<file path="config.mk">
export PLATFORM = sky130hd
export DESIGN_NAME = sreg_xfer
export DESIGN_NICKNAME = d
export VERILOG_FILES = /design/src/rtl/sreg_xfer.sv
export SDC_FILE = /design/constraint.sdc
export NUM_CORES = 1
export LEC_CHECK = 0
export BUFFER_PORTS_ARGS = -buffer_cell sky130_fd_sc_hd__buf_2
export CAP_MARGIN = 20
export CORE_AREA = 8 8 53 55
export CTS_CLUSTER_DIAMETER = 60
export CTS_CLUSTER_SIZE = 12
export DETAILED_ROUTE_END_ITERATION = 8
export DIE_AREA = 0 0 61 63
export PLACE_DENSITY_LB_ADDON = 0.05
export SYNTH_ARGS = -nofsm -noshare
export SYNTH_HDL_FRONTEND = slang
export SYNTH_SLANG_ARGS = --single-unit
export TNS_END_PERCENT = 10
</file>
<file path="constraint.sdc">
create_clock -name CLK -period 1.55 [get_ports CLK]
set_clock_uncertainty 0.05 [all_clocks]
set_input_delay 0 -clock CLK [delete_from_list [all_inputs] [get_ports CLK]]
set_output_delay 0 -clock CLK [all_outputs]
set_load 0.03 [all_outputs]
</file>
<file path="src/rtl/sreg_xfer.sv">
// ----------------------------------------------------------------------------
// sreg_xfer
//   Parallel-in/serial-out shift register with a small transfer controller.
//   A START request in IDLE loads a WIDTH-bit word, shifts it out one bit per
//   clock (LSB-first or MSB-first), then raises DONE for one cycle.
//
//   Build option:
//     SREG_XFER_ROTATE_EN  - when defined, the vacated bit is refilled with
//                            the outgoing bit, so the transfer is a rotate and
//                            Q returns to the loaded word. SIN is ignored.
//                            When undefined, the vacated bit is filled from SIN.
//
//   Ports:
//     CLK    in   1      clock, rising edge
//     RST    in   1      synchronous active-high reset
//     START  in   1      transfer request, sampled only in IDLE
//     DIR    in   1      0 = shift right (LSB first), 1 = shift left (MSB first)
//     D      in   WIDTH  parallel load word, sampled with START
//     SIN    in   1      serial fill bit, used live on every shift
//     Q      out  WIDTH  register contents
//     SOUT   out  1      serial output bit (valid while BUSY)
//     BUSY   out  1      high while shifting
//     DONE   out  1      one-cycle pulse after the last shift
// ----------------------------------------------------------------------------
module sreg_xfer #(
    parameter int WIDTH = 8
) (
    input  logic             CLK,
    input  logic             RST,
    input  logic             START,
    input  logic             DIR,
    input  logic [WIDTH-1:0] D,
    input  logic             SIN,
    output logic [WIDTH-1:0] Q,
    output logic             SOUT,
    output logic             BUSY,
    output logic             DONE
);

    localparam int CW = $clog2(WIDTH + 1);
    localparam logic [CW-1:0] CNT_LAST = CW'(WIDTH - 1);

    typedef enum logic [1:0] {
        S_IDLE  = 2'd0,
        S_SHIFT = 2'd1,
        S_DONE  = 2'd2
    } state_t;

    state_t           state, state_nxt;
    logic [WIDTH-1:0] q, q_nxt;
    logic [CW-1:0]    cnt, cnt_nxt;
    logic             dir_q, dir_nxt;
    logic             out_bit;
    logic             fill;

    // Bit leaving the register on the next shift, chosen by the latched direction.
    assign out_bit = dir_q ? q[WIDTH-1] : q[0];

`ifdef SREG_XFER_ROTATE_EN
    logic unused_sin;
    assign unused_sin = SIN;
    assign fill       = out_bit;
`else
    assign fill       = SIN;
`endif

    always_ff @(posedge CLK) begin
        if (RST) begin
            state <= S_IDLE;
            q     <= '0;
            cnt   <= '0;
            dir_q <= 1'b0;
        end else begin
            state <= state_nxt;
            q     <= q_nxt;
            cnt   <= cnt_nxt;
            dir_q <= dir_nxt;
        end
    end

    always_comb begin
        state_nxt = state;
        q_nxt     = q;
        cnt_nxt   = cnt;
        dir_nxt   = dir_q;
        SOUT      = 1'b0;
        BUSY      = 1'b0;
        DONE      = 1'b0;
        case (state)
            S_IDLE: begin
                if (START) begin
                    q_nxt     = D;
                    dir_nxt   = DIR;
                    cnt_nxt   = '0;
                    state_nxt = S_SHIFT;
                end
            end
            S_SHIFT: begin
                BUSY    = 1'b1;
                SOUT    = out_bit;
                q_nxt   = dir_q ? {q[WIDTH-2:0], fill} : {fill, q[WIDTH-1:1]};
                cnt_nxt = cnt + CW'(1);
                // cnt counts shifts already done, so WIDTH-1 marks the final one.
                if (cnt == CNT_LAST) begin
                    state_nxt = S_DONE;
                end
            end
            S_DONE: begin
                DONE      = 1'b1;
                state_nxt = S_IDLE;
            end
            default: begin
                state_nxt = S_IDLE;
            end
        endcase
    end

    assign Q = q;

endmodule

</file>
Word-level counts from Yosys, hierarchy flattened
Cells that the tools add are included.
Widths: inputs -> output; s select.
{"block": "word_totals", "inputBits": 13, "wordCells": 27, "register_bits": 15, "out_inout_bits": 11}
{"block": "classes", "reduce_logical": 5, "addsub": 1, "muxes": 12, "n_eq_ne": 5}
{"operator": "$mux 8", "n": 2}
{"operator": "$pmux 8 s2", "n": 1}
{"operator": "$pmux 4 s2", "n": 1}
{"operator": "$reduce_and 2->1", "n": 3}
{"operator": "$add 4x1->4 const B", "n": 1}
{"operator": "$eq 4x3->1 const B", "n": 1}
{"operator": "$mux 1", "n": 4}
{"operator": "$mux 2", "n": 2}
{"operator": "$mux 4", "n": 1}
{"operator": "$ne 2x2->1 const B", "n": 2}
{"operator": "$pmux 2 s2", "n": 1}
{"operator": "$eq 2x1->1 const B", "n": 1}
{"operator": "$eq 2x2->1 const B", "n": 1}
{"operator": "$logic_not 2->1", "n": 1}
{"operator": "$reduce_bool 2->1", "n": 1}

Longest topological paths before layout
Gate-level depths: netlist of the first run.
{"block": "logic_depth", "ltp_word": 3, "depth_mapped": 5, "ltp_nobuf": 4}

Worst setup path after synthesis of the first run
OpenSTA, ideal clock, no wires.
{"block": "synth_timing", "kind": "register to register", "start": "reg state[1]", "end": "reg q[0], in the netlist Q[0]", "path_slack_ps": 361, "setup_ps": 92, "arrival_ps": 1047, "required_ps": 1408, "synth_period_minus_slack_ps": 1189, "path_buffers": 1, "path_stages_with_launch": 6, "path_cell_list": "dfxtp_1 nand2b_1 inv_1 buf_4 nor2_1 o32ai_1"}
{"block": "synth_via", "elab_chain_cells": 3, "word_cells_on_any_way": 6, "cone_classes": "eq/ne: 2; mux: 1; reduce/logical: 3"}
{"element": "start: declaration", "line": "49", "source": "state_t state, state_nxt;"}
{"element": "start signal: assignment", "line": "74", "source": "state <= state_nxt;"}
{"element": "$eq 2x1->1 or $logic_not 2->1 (tied branches)", "line": "89", "source": "case (state)"}
{"element": "$reduce_bool 2->1 (no source line) or $ne 2x2->1 (tied branches)"}
{"element": "$reduce_and 2->1 (no source line)"}
{"element": "end signal: assignment", "line": "75", "source": "q <= q_nxt;"}
{"element": "end: declaration", "line": "50", "source": "logic [WIDTH-1:0] q, q_nxt;"}
Several ways; a longest one is shown, not always the timed one.
A chain may end at the register's enable or synchronous reset.

Worst setup path after layout of the first run
{"block": "layout_timing", "start": "reg state[1]", "end": "out BUSY"}
{"block": "layout_via", "elab_chain_cells": 2}
{"element": "$eq 2x1->1", "line": "89"}
{"element": "$mux 1", "line": "89"}
{"element": "end: declaration", "line": "36", "source": "output logic BUSY,"}
No other way between the ends.

==> qor.txt, run 1 <==
Share of power burned in registers -> 0.494
Setup Viol. Count Final -> 0
CTS Buf Count -> 3
Combinational Power Share -> 0.255
Drt total wl -> 2020 µm
Post-CTS Setup Repair Bufs -> 0
Synth top area cells -> dfxtp_1, o32ai_1, a211oi_1
Via/cell ratio -> 5.09
Status -> completed
Synthesized area -> 763 µm²
Fin crit period -> 1.42 ns
Vias in the first global route -> 842
Total GRT Usage -> 0.122
Synth Register Bits -> 15
WP data arrival -> 1.37 ns
DIE AREA -> 3840 µm²
H-tree depth -> 1
Clock sinks -> 15
Required @ worst endpoint -> 1.50 ns
Post-CTS resize count -> 0
Max_slew headroom -> 0.798
RR Endpoint -> Q[3]
Post-Syn Instances -> 90
Area growth syn-to-layout -> 35.1%
Share of post-route cells with drive strength above 1 -> 0.266
Syn avg cell area -> 8.48 µm²
Sequential-to-total area share from yosys stat -> 0.393
HPWL Detailed -> 1390 µm
Root Buffer -> clkbuf_4
Power share of the clock group -> 0.251
Initial Util -> 0.370
Post-synth cell types -> 26
DRC Markers -> 0
P_sw -> 0.272 mW
Area share of the largest cell type after synthesis -> 0.393
Startpoint Class -> register
Cell Int Power -> 0.606 mW
Final ANT Viol Nets -> 0
Fmax -> 705 MHz
Core Box Area -> 2060 µm²
CTS tree -> yes
Layout Nets -> 139
Overflow after GRT -> 0
R2R depth -> 5
DRT Pass-1 Iters -> 4
Largest net degree at the start of global routing -> 19
RSZ-0062 raised after global routing -> false
Layout fillers -> 218
Register area -> 300 µm²
HP Start -> D[7]
Crit-path max FO -> 8
Final hold viol count -> 0
Max clock buf depth -> 2
Post-Syn Nets -> 104
Maximum VDD drop -> 0.435 mV
Static Leak -> 0.428 nW
Initial antenna violation count -> 0
WL per Instance -> 13.3 µm
Clock Latency Late Sink -> 0.28 ns
Pwr per Cell Area -> 851 nW/µm²
Die W -> 61 µm
Ports -> 24
Hold crit path type -> in -> reg
DRT iter0 DRCs -> 20
# port buffers -> 23
Hold endpoint -> Q[7]
Reg clk slew, reported paths -> 0.08 ns
Critical Path Sink Type -> output pin
Max Transition Viols Final -> 0
RR Startpoint -> state[1]
Tot Pwr -> 0.878 mW
Routability congestion estimate -> 0.725
Synth warn -> 0
Layout Cells excl Fill -> 152
Placed Instances -> 140
Multi-input gate area -> 417 µm²
Hold depth -> 3
Vias -> 774
First-pass GRT wire length -> 3630 µm
Die Y-Extent -> 63 µm
Hold WS -> 0.00418 ns
Type of the worst setup path -> reg -> out
Synth area leader -> dfxtp_1
Fin crit share -> 0.915
FP Rows -> 17
Setup TNS Final -> 0 ns
R2r setup slk -> 0.22 ns
Sw Ratio -> 0.310
MaxCap Viol Count -> 0
Tightest Pin Transition -> 0.302 ns
Antenna cells -> 0
-- sequential cells by signal, summed over array words and instances, names as in the netlist --
register and cells:
Q 8, state 2, cnt 4, dir_q 1
-- worst max-delay path by stage --
| stage | end | slack (ns) | from |
|---|---|---|---|
| after floorplan | Q[0] | 0.36 | state[1] |
| after global placement | Q[5] | 0.29 | state[0] |
| after detailed placement | Q[5] | 0.26 | state[0] |
| after CTS | BUSY | 0.12 | state[1] |
| after global routing | BUSY | 0.03 | state[0] |
| final | BUSY | 0.13 | state[1] |
-- power by group through the flow --
stage               combinational, mW  clock (mW)  sequential [mW]
finish                          0.224       0.221            0.433
global route                    0.246       0.250            0.439
CTS                             0.226       0.230            0.434
detailed placement              0.209           0            0.442
floorplan                       0.102           0            0.478
global placement                0.209           0            0.443
-- critical path, stage by stage, from the launching register on --
cell and delay (ns):
dfxtp_1 0.34, nand2b_1 0.16, inv_1 0.24, buf_12 0.16, buf_2 0.19
-- placed cells by master (no fill, tap or decap), types with 2 or more instances in the layout --
cell type / instances
nand2_1: 10
mux2i_1: 3
nor2b_1: 8
buf_4: 4
a21oi_1: 2
nand3_1: 2
inv_1: 2
nor2_1: 13
a211oi_1: 9
dlygate4sd3_1: 8
dfxtp_1: 15
buf_2: 23
clkbuf_4: 3
o32ai_1: 8
-- layer usage --
| metal | vias up | track usage | wire length, µm |
|---|---|---|---|
| met3 | 4 | 0.0412 | 117 |
| met2 | 21 | 0.196 | 893 |
| met5 | - | 0 | 0 |
| li1 | 396 | - | - |
| met1 | 353 | 0.140 | 977 |
| met4 | 0 | 0.0525 | 34 |
-- logic make-up (layout without fill, tap and decap cells) --
| kind of cell | Yosys count | in the layout | synth area share |
|---|---|---|---|
| AO/OA/AOI/OAI | 23 | 23 | 0.228 |
| AND/OR/NAND/NOR | 40 | 40 | 0.262 |
| multiplexers | 3 | 3 | 0.0393 |
| buffers and inverters | 8 | 42 | 0.0606 |
| adder cells (fa/ha/maj) | 1 | 1 | 0.0164 |
| flip-flops | 15 | 15 | 0.393 |
-- area by class of cell --
| type | count | area share |
|---|---|---|
| clock buffer | 4 | 0.0255 |
| inverter | 2 | 0.00728 |
| multi-input combinational | 67 | 0.404 |
| sequential | 15 | 0.291 |
| tap | 28 | 0.0340 |
| timing repair buffer | 36 | 0.238 |
-- synthesized netlist by cell type --
master,count
nor3b_1,1
or3_1,1
o32ai_1,8
nand2b_1,1
and4b_2,1
nor3_1,1
mux2i_1,3
nor2_1,13
o21ai_1,1
ha_1,1
nor2b_1,8
buf_2,1
nor4b_1,1
a22oi_1,1
clkbuf_1,2
o21bai_1,1
buf_6,1
inv_1,2
a211oi_1,9
a31oi_1,1
nand3_1,2
and2b_2,1
dfxtp_1,15
buf_4,2
nand2_1,10
a21oi_1,2
-- through the flow --
stage	instance area, µm²	utilization	setup WS (ns)
after floorplan	763	-	0.361
after detailed placement	925	0.448	0.264
after global routing	1030	0.500	0.0252
final	1030	0.500	0.132
after global placement	925	0.448	0.290
after CTS	1030	0.500	0.120
-- what timing repair did --
action | CTS | global route
hold buffers | 8 | 0
setup endpoints to repair | 0 | 0
hold endpoints to repair | 8 | 0
Note: power is estimated with default switching activity, not from simulation.
==> run 2, diff against run 1 <==
- HOLD_SLACK_MARGIN: default -> 0.02
==> run 2 against run 1 <==
Compared with the run above: die area did not move; power grew 0.21%; first-iteration DRC count down 5.0%; final cell count grew 0.66%; design area up 0.97%; maximum frequency hardly changed; critical path depth stayed put; sequential power is essentially flat; register-to-register slack about the same; critical path type unchanged; largest cell class unchanged; highest routed layer unchanged.
==> qor.txt, run 2 (synthesis gave the netlist of run 1 again) <==
Antenna cells -> 0
Via/cell ratio -> 5.07
CTS tree -> yes
Vias in the first global route -> 842
Power share of the clock group -> 0.251
Root Buffer -> clkbuf_4
Total GRT Usage -> 0.122
Met1 global-route usage -> 0.140
Clock Latency Late Sink -> 0.28 ns
Startpoint Class -> register
CP Cell Sequence -> nand2b_1 > inv_1 > buf_12 > buf_2
Hold WS -> 0.0272 ns
FP Rows -> 17
Hold crit path type -> in -> reg
Sw Ratio -> 0.309
Clock sinks -> 15
Commonest non-fill, non-tap cell in the layout -> buf_2
Setup TNS Final -> 0 ns
DRT Pass-1 Iters -> 4
Required @ worst endpoint -> 1.50 ns
Reg clk slew, reported paths -> 0.09 ns
# port buffers -> 23
HPWL Detailed -> 1390 µm
Largest net degree at the start of global routing -> 19
Core Box Area -> 2060 µm²
Max clock buf depth -> 2
Share of post-route cells with drive strength above 1 -> 0.264
DRT iter0 DRCs -> 19
CTS Buf Count -> 3
Initial antenna violation count -> 0
Critical Path Sink Type -> output pin
Final ANT Viol Nets -> 0
CP peak stage delay -> 0.34 ns
Crit-path max FO -> 8
Type of the worst setup path -> reg -> out
Vias -> 776
Setup Viol. Count Final -> 0
DRC Markers -> 0
MaxCap Viol Count -> 0
Met2 track demand over resource -> 0.196
Static Leak -> 0.432 nW
Area growth syn-to-layout -> 36.4%
Cell Int Power -> 0.607 mW
Tightest Pin Transition -> 0.302 ns
DIE AREA -> 3840 µm²
CP max-delay cell -> dfxtp_1
Final instance area -> 1040 µm²
Drt total wl -> 2030 µm
Max_slew headroom -> 0.798
Maximum VDD drop -> 0.435 mV
Fmax -> 705 MHz
Max Transition Viols Final -> 0
Die W -> 61 µm
Initial Util -> 0.370
Die Y-Extent -> 63 µm
Setup WS pre-CTS -> 0.264 ns
Pwr per Cell Area -> 845 nW/µm²
Share of power burned in registers -> 0.493
Most frequent cells in the layout -> buf_2, dfxtp_1, nor2_1, nand2_1
H-tree depth -> 1
First-pass GRT wire length -> 3630 µm
Layout Nets -> 140
Max FFs per register -> 8
Layout fillers -> 215
Global routing's busiest layer -> met2
Combinational Power Share -> 0.256
P_sw -> 0.272 mW
WP data arrival -> 1.37 ns
Ports -> 24
Fin crit period -> 1.42 ns
Cell area after placement -> 925 µm²
WL per Instance -> 13.2 µm
Met3 usage -> 0.0412
Final hold viol count -> 0
RSZ-0062 raised after global routing -> false
Overflow after GRT -> 0
Routability congestion estimate -> 0.725
Status -> completed
Post-CTS Setup Repair Bufs -> 0
Post-CTS resize count -> 0
Final setup margin -> 0.132 ns
Fin crit share -> 0.915
-- run 2: power by group through the flow --
stage | sequential, mW | combinational, mW | clock (mW)
after floorplan | 0.478 | 0.102 | 0
after global placement | 0.443 | 0.209 | 0
after detailed placement | 0.442 | 0.209 | 0
after CTS | 0.434 | 0.228 | 0.230
after global routing | 0.439 | 0.248 | 0.250
final | 0.433 | 0.225 | 0.221
-- run 2: metrics by stage --
step | power, mW | util | instances
after floorplan | 0.580 | - | 90
after CTS | 0.891 | 0.505 | 153
after global routing | 0.938 | 0.505 | 153
final | 0.880 | 0.505 | 153
after global placement | 0.652 | 0.448 | 140
after detailed placement | 0.652 | 0.448 | 140
-- run 2: path summary, 6_finish.rpt --
kind	startpoint	to	slack, ns	cells past startpoint
worst max register to register	state[1]	Q[3]	0.22	5
worst min-delay path	RST	dir_q	0.03	2
worst min register to register	cnt[3]	state[1]	0.44	1
worst max-delay path	state[1]	BUSY	0.13	4
-- run 2: layer usage --
metal / wire length [µm] / up-vias
met5: 0 / -
met4: 34 / 0
met3: 117 / 4
met2: 893 / 21
met1: 981 / 353
li1: - / 398
-- run 2: critical path, delay by kind of cell, from the launching register on --
kind / cells / cell delay [ns]
buffers and inverters: 3 / 0.59
DFF: 1 / 0.34
and+or+nand+nor: 1 / 0.16
-- run 2: cell type report --
class / instances / area [µm²] / share of cell area
multi-input cells: 67 / 417 / 0.400
flip-flops and latches: 15 / 300 / 0.288
repair buffers: 37 / 255 / 0.245
well taps: 28 / 35.0 / 0.0337
clock buffers: 4 / 26.3 / 0.0252
inverters: 2 / 7.51 / 0.00721
-- run 2: timing repair --
action / in CTS / in global routing
endpoints found under the setup margin: 0 / 0
hold buffers: 9 / 0
hold endpoints to repair: 9 / 0
